<file path="config.mk">
export PLATFORM = sky130hd
export DESIGN_NAME = rf_wb_queue
export DESIGN_NICKNAME = d
export VERILOG_FILES = /design/src/rtl/rf_wb_pkg.sv /design/src/rtl/wb_fifo2w.sv /design/src/rtl/rf_wb_queue.sv
export SDC_FILE = /design/constraint.sdc
export NUM_CORES = 1
export LEC_CHECK = 0
export ABC_AREA = 0
export CORE_MARGIN = 4
export CORE_UTILIZATION = 50
export CTS_CLUSTER_DIAMETER = 150
export DETAILED_ROUTE_END_ITERATION = 8
export DONT_BUFFER_PORTS = 1
export GPL_TIMING_DRIVEN = 0
export PLACE_DENSITY_LB_ADDON = 0.3
export SETUP_SLACK_MARGIN = 0.3
export SYNTH_ARGS = -nofsm -noshare
export SYNTH_HDL_FRONTEND = slang
export SYNTH_SLANG_ARGS = --single-unit
</file>
<file path="constraint.sdc">
create_clock -name clk -period 4.6 [get_ports clk]
set_clock_uncertainty 0.15 [all_clocks]
set_input_delay 0.92 -clock clk [delete_from_list [all_inputs] [get_ports clk]]
set_output_delay 0.92 -clock clk [all_outputs]
set_load 0.02 [all_outputs]
</file>
<file path="src/rtl/rf_wb_pkg.sv">
// Shared types and sizing helpers for the register-file write-back queue.
package rf_wb_pkg;

  localparam int AW   = 3;
  localparam int DW   = 16;
  localparam int REGS = 2 ** AW;

  typedef struct packed {
    logic [AW-1:0] sel;
    logic [DW-1:0] data;
  } wb_entry_t;

  // Holds up to DEPTH queued writes plus the one sitting in the output stage.
  function automatic int pend_cnt_w(input int depth);
    return $clog2(depth + 2);
  endfunction

endpackage

</file>
<file path="src/rtl/wb_fifo2w.sv">
// Ordered dual-push, single-pop FIFO of write-back entries; port 0 lands ahead of port 1.
module wb_fifo2w
  import rf_wb_pkg::*;
#(
  parameter int DEPTH = 4
) (
  input  logic                     clk,
  input  logic                     rst,
  input  logic                     push0,
  input  wb_entry_t                data0,
  input  logic                     push1,
  input  wb_entry_t                data1,
  input  logic                     pop,
  output wb_entry_t                head,
  output logic [$clog2(DEPTH):0]   count
);

  localparam int PW = $clog2(DEPTH);

  logic [PW:0]   wr_ptr;
  logic [PW:0]   rd_ptr;
  logic [PW-1:0] wa0;
  logic [PW-1:0] wa1;
  wb_entry_t     store [DEPTH];

  assign wa0   = wr_ptr[PW-1:0];
  assign wa1   = wa0 + 1'b1;
  assign count = wr_ptr - rd_ptr;
  assign head  = store[rd_ptr[PW-1:0]];

  always_ff @(posedge clk or negedge rst) begin
    if (!rst) begin
      wr_ptr <= '0;
      rd_ptr <= '0;
    end else begin
      wr_ptr <= wr_ptr + (PW+1)'(push0) + (PW+1)'(push1);
      rd_ptr <= rd_ptr + (PW+1)'(pop && (count != '0));
    end
  end

  // A lone port-1 push takes the first free slot so entries stay contiguous.
  always_ff @(posedge clk) begin
    if (push0 || push1) store[wa0] <= push0 ? data0 : data1;
    if (push0 && push1) store[wa1] <= data1;
  end

endmodule

</file>
<file path="src/rtl/rf_wb_queue.sv">
// Write-back queue feeding the register file's single write port, with per-register hazard mask.
module rf_wb_queue
  import rf_wb_pkg::*;
#(
  parameter int DEPTH = 4,
  parameter int DW    = rf_wb_pkg::DW,
  parameter int AW    = rf_wb_pkg::AW
) (
  input  logic              clk,
  input  logic              rst,
  input  logic              mem_valid,
  output logic              mem_ready,
  input  logic [AW-1:0]     mem_regsel,
  input  logic [DW-1:0]     mem_data,
  input  logic              alu_valid,
  output logic              alu_ready,
  input  logic [AW-1:0]     alu_regsel,
  input  logic [DW-1:0]     alu_data,
  output logic              write,
  output logic [AW-1:0]     writeregsel,
  output logic [DW-1:0]     writedata,
  output logic [2**AW-1:0]  busy,
  output logic              idle
);

  localparam int PW   = $clog2(DEPTH);
  localparam int CW   = pend_cnt_w(DEPTH);
  localparam int NREG = 2 ** AW;

  logic [PW:0]   count;
  logic [PW:0]   free;
  logic          mem_acc;
  logic          alu_acc;
  logic          pop;
  wb_entry_t     head;
  wb_entry_t     mem_e;
  wb_entry_t     alu_e;
  logic [CW-1:0] cnt     [NREG];
  logic [CW-1:0] cnt_nxt [NREG];

  assign mem_e = '{sel: mem_regsel, data: mem_data};
  assign alu_e = '{sel: alu_regsel, data: alu_data};

  // Free space ignores a same-cycle pop, so acceptance never relies on the drain.
  assign free      = (PW+1)'(DEPTH) - count;
  assign mem_ready = rst & (free != '0);
  assign alu_ready = rst & ((free >= (PW+1)'(2)) | ((free == (PW+1)'(1)) & ~mem_valid));
  assign mem_acc   = mem_valid & mem_ready;
  assign alu_acc   = alu_valid & alu_ready;
  assign pop       = (count != '0);
  assign idle      = (count == '0) & ~write;

  wb_fifo2w #(.DEPTH(DEPTH)) u_fifo (
    .clk   (clk),
    .rst   (rst),
    .push0 (mem_acc),
    .data0 (mem_e),
    .push1 (alu_acc),
    .data1 (alu_e),
    .pop   (pop),
    .head  (head),
    .count (count)
  );

  // Output stage: one registered rf write per cycle.
  always_ff @(posedge clk or negedge rst) begin
    if (!rst) begin
      write       <= 1'b0;
      writeregsel <= '0;
      writedata   <= '0;
    end else begin
      write <= pop;
      if (pop) begin
        writeregsel <= head.sel;
        writedata   <= head.data;
      end
    end
  end

  always_comb begin
    for (int r = 0; r < NREG; r++) begin
      cnt_nxt[r] = cnt[r];
      if (mem_acc && (mem_regsel == AW'(r))) cnt_nxt[r] = cnt_nxt[r] + CW'(1);
      if (alu_acc && (alu_regsel == AW'(r))) cnt_nxt[r] = cnt_nxt[r] + CW'(1);
      if (write && (writeregsel == AW'(r)))  cnt_nxt[r] = cnt_nxt[r] - CW'(1);
    end
  end

  // Pending counters: a register stays busy until its last queued write retires.
  always_ff @(posedge clk or negedge rst) begin
    if (!rst) begin
      for (int r = 0; r < NREG; r++) cnt[r] <= '0;
    end else begin
      for (int r = 0; r < NREG; r++) cnt[r] <= cnt_nxt[r];
    end
  end

  always_comb begin
    busy = '0;
    for (int r = 0; r < NREG; r++) busy[r] = (cnt[r] != '0);
  end

endmodule

</file>
==> impl_results.md <==
* Worst min-delay path category: primary input to async pin
* Reg2reg end: cnt[8]$_DFF_PN0_
* Vias in the first global route at about 5.4k
* Core area at approximately 15000 µm²
* Wire length per cell at ~22 µm
* P_leak at slightly below 4 nW
* Root Buffer: clkbuf_16
* Ys Warns at 0
* Cts-stage hold buffer count at 0
* Asr flop ratio synth at between 30% and 40%
* Mapped Nets at 671
* CP startpoint kind: flip-flop
* Initial antenna violation count at 0
* Power, Total at approximately 7.6 mW
* Status: completed
* Final instance area at 9310 µm²
* Router iterations before antenna repair at 5
* Number of synthesized flops with an enable pin at 76
* Min Hold Slack at around 0.034 ns
* Final Cycle Share at between 90% and 100%
* Area share of the largest cell type after synthesis at slightly below 30%
* Clk_lat worst skew at about 0.43 ns
* Die ar. at 17600 µm²
* Critical path class: flip-flop to flip-flop
* Post-synthesis cell count at 586
* Relative slew slack at 29.5%
* Critical path, cell by cell: clkinv_4 -> ha_4 -> fa_2 -> xor2_2 -> xnor2_1 -> ha_1 -> a21bo_2 -> buf_8 -> buf_6 -> or3_4 -> xnor2_4 -> inv_1 -> ha_1 -> a2111o_1 -> o31ai_2 -> ha_2 -> nand2_2 -> xnor2_2 -> xnor3_1
* Share of layout cells above drive strength 1 at 40.2%
* Reg2reg start: u_fifo.wr_ptr[0]$_DFF_PN0_
* Largest net degree at the start of global routing at 53
* Port bufs at 0
* Tmin final at 4.31 ns
* Total inserted antenna cells at 0
* Antenna-violating nets left at 0
* Reg2reg path depth at 19
* CP max stage delay at approximately 0.39 ns
* Highest Clock Rate at around 230 MHz
* IO Pins at 73
* Worst Path Max Fanout at 8
* Worst Path Required at between 4 and 5 ns
* CTS Buf Count at 17
* Worst Setup End Kind: flip-flop
* DRT Wirelength at ~18000 µm
* Final design utilization at slightly above 60%
* Width of the die at 133 µm
* Yosys reg bits at around 130
* Peak supply drop at between 0.0004 and 0.0005 V
* Post-Place Cell Area at around 8000 µm²
* Total gr overflow at 0
* Initial Util at 51.0%
* RSZ-0062 raised after global routing: yes
* Final HPWL DP at 12000 µm
* Worst-Margin Slew at 1.06 ns
* Netlist cell types at between 60 and 70
* Cell area power density at 819 nW/µm²
* Dominant cells by area after synthesis: edfxtp_1, dfrtp_1, mux2_2, ha_1, mux4_2
* Yosys top cell by area: edfxtp_1
* DR vias at a little under 5k
* Count leader, synth: edfxtp_1
* Sequential element share of the synthesized area at roughly 46%
* Sink Count at between 100 and 150
* Vias per cell at around 5.9
* First-pass GRT wire length at 28800 µm
* Final Net Count at approximately 720
* Chip height at approximately 130 µm
* Cell mode on critical path: ha_1
* Clock-pin slew on the worst setup and hold paths at roughly 0.06 ns
* Tot GR Track Use at between 20% and 30%
* CTS tree: built
* Maxcap violations at 0
* Layout Area Growth over Synthesis at 20.0%
* Final setup vio count at 0
* Fin Setup TNS at 0 ns
* WP buf/inv at 4
* Final Max Slew Viols at 0
* H-tree depth at 4
* # DRC at 0
* CTS Buffer Depth at 2
* Slowest CP cell: dfrtp_1
* Reg2reg setup slack at between 0.2 and 0.3 ns
* Placer Congestion at between 0.8 and 0.9
* Top delay family on crit path: adder cells
* Syn avg cell area at between 10 and 15 µm²
* Num rows at 45
* Final Hold Vio Count at 0
* Top FF cell, synth: edfxtp_1
* Initial DRC Count at about 400
* CP arrival at 4.46 ns
* Post-synth top cells: edfxtp_1, nand2_1, mux2_2
* Mapped Area at ~7800 µm²
-- repair_timing --
action | CTS | global route
resized for setup | 42 | 41
setup endpoints to repair | 13 | 48
gates cloned | 1 | 0
buffers inserted | 12 | 18
pin swaps | 26 | 31
-- placed cells by master (no fill, tap or decap), drive strengths merged, types with 3 or more instances in the layout --
master / instances
edfxtp: 76
mux2: 76
nand2: 73
dfrtp: 50
buf: 48
ha: 42
inv: 41
clkbuf: 30
nand3: 21
mux4: 19
xnor2: 18
xnor3: 14
xor2: 11
nand2b: 10
a31o: 8
mux2i: 8
clkinv: 7
nor2: 6
o31ai: 6
nand4: 5
and2: 5
o211ai: 4
nand3b: 4
a211oi: 4
a2111o: 4
or2: 4
a2111oi: 4
nor3b: 4
nor2b: 3
or3b: 3
and3b: 3
nor4: 3
o31a: 3
or3: 3
a21oi: 3
bufinv: 3
-- per-stage QoR --
step	cells	worst slack (ns)
detailed placement	776	-0.246
global route	839	0.105
CTS	821	0.158
floorplan	586	0.249
finish	839	0.288
global placement	774	-0.487
-- logic make-up after synthesis --
logic type / Yosys count / share of synthesized area (%)
buffers and inverters: 65 / 4.01
AOI/OAI and AO/OA: 45 / 5.35
muxes: 103 / 18.5
and+or+nand+nor: 158 / 11.0
xor gates and xnor gates: 45 / 8.38
DFF: 126 / 45.5
adders and majority gates: 44 / 7.16
-- layout make-up --
type                       instances  area, µm²
fill                            1151       5890
multi-input combinational        395       4280
sequential                       126       3530
clock buffer                      17        425
timing repair buffer              33        298
tap                              188        235
buffer                            28        201
clock inverter                    15        183
inverter                          37        156
-- metal layers --
metal | global-route usage, % | vias to the layer above | wire, µm | part of all wire (%)
li1 | - | 2273 | - | -
met1 | 24.8 | 2493 | 7270 | 40
met2 | 36.0 | 164 | 9200 | 51
met3 | 6.96 | 36 | 1170 | 6.5
met4 | 8.31 | 0 | 411 | 2.3
met5 | 0 | - | 0 | 0
-- how the worst max path moves through the flow --
stage	from	to	slack [ns]	cells past startpoint
after global placement	u_fifo.wr_ptr[0]$_DFF_PN0_	u_fifo.store[2][0]$_DFFE_PP_	-0.49	11
after global routing	u_fifo.wr_ptr[0]$_DFF_PN0_	cnt[8]$_DFF_PN0_	0.11	19
after CTS	u_fifo.wr_ptr[0]$_DFF_PN0_	cnt[8]$_DFF_PN0_	0.16	19
after detailed placement	u_fifo.wr_ptr[0]$_DFF_PN0_	cnt[17]$_DFF_PN0_	-0.25	18
after floorplan	u_fifo.wr_ptr[0]$_DFF_PN0_	cnt[14]$_DFF_PN0_	0.25	18
final	u_fifo.wr_ptr[0]$_DFF_PN0_	cnt[8]$_DFF_PN0_	0.29	19
-- registers in the layout, summed over array words and instances, names as in the netlist --
signal / cells
writedata: 16
writeregsel: 3
write: 1
u_fifo.rd_ptr: 3
u_fifo.wr_ptr: 3
cnt: 24
u_fifo.store: 76
-- power by group --
group / internal, mW / total, mW / switching (mW)
registers: 1.76 / 2.11 / 0.349
logic: 1.95 / 4.13 / 2.18
clock network: 0.859 / 1.39 / 0.532
(Power assumes the default switching activity.)
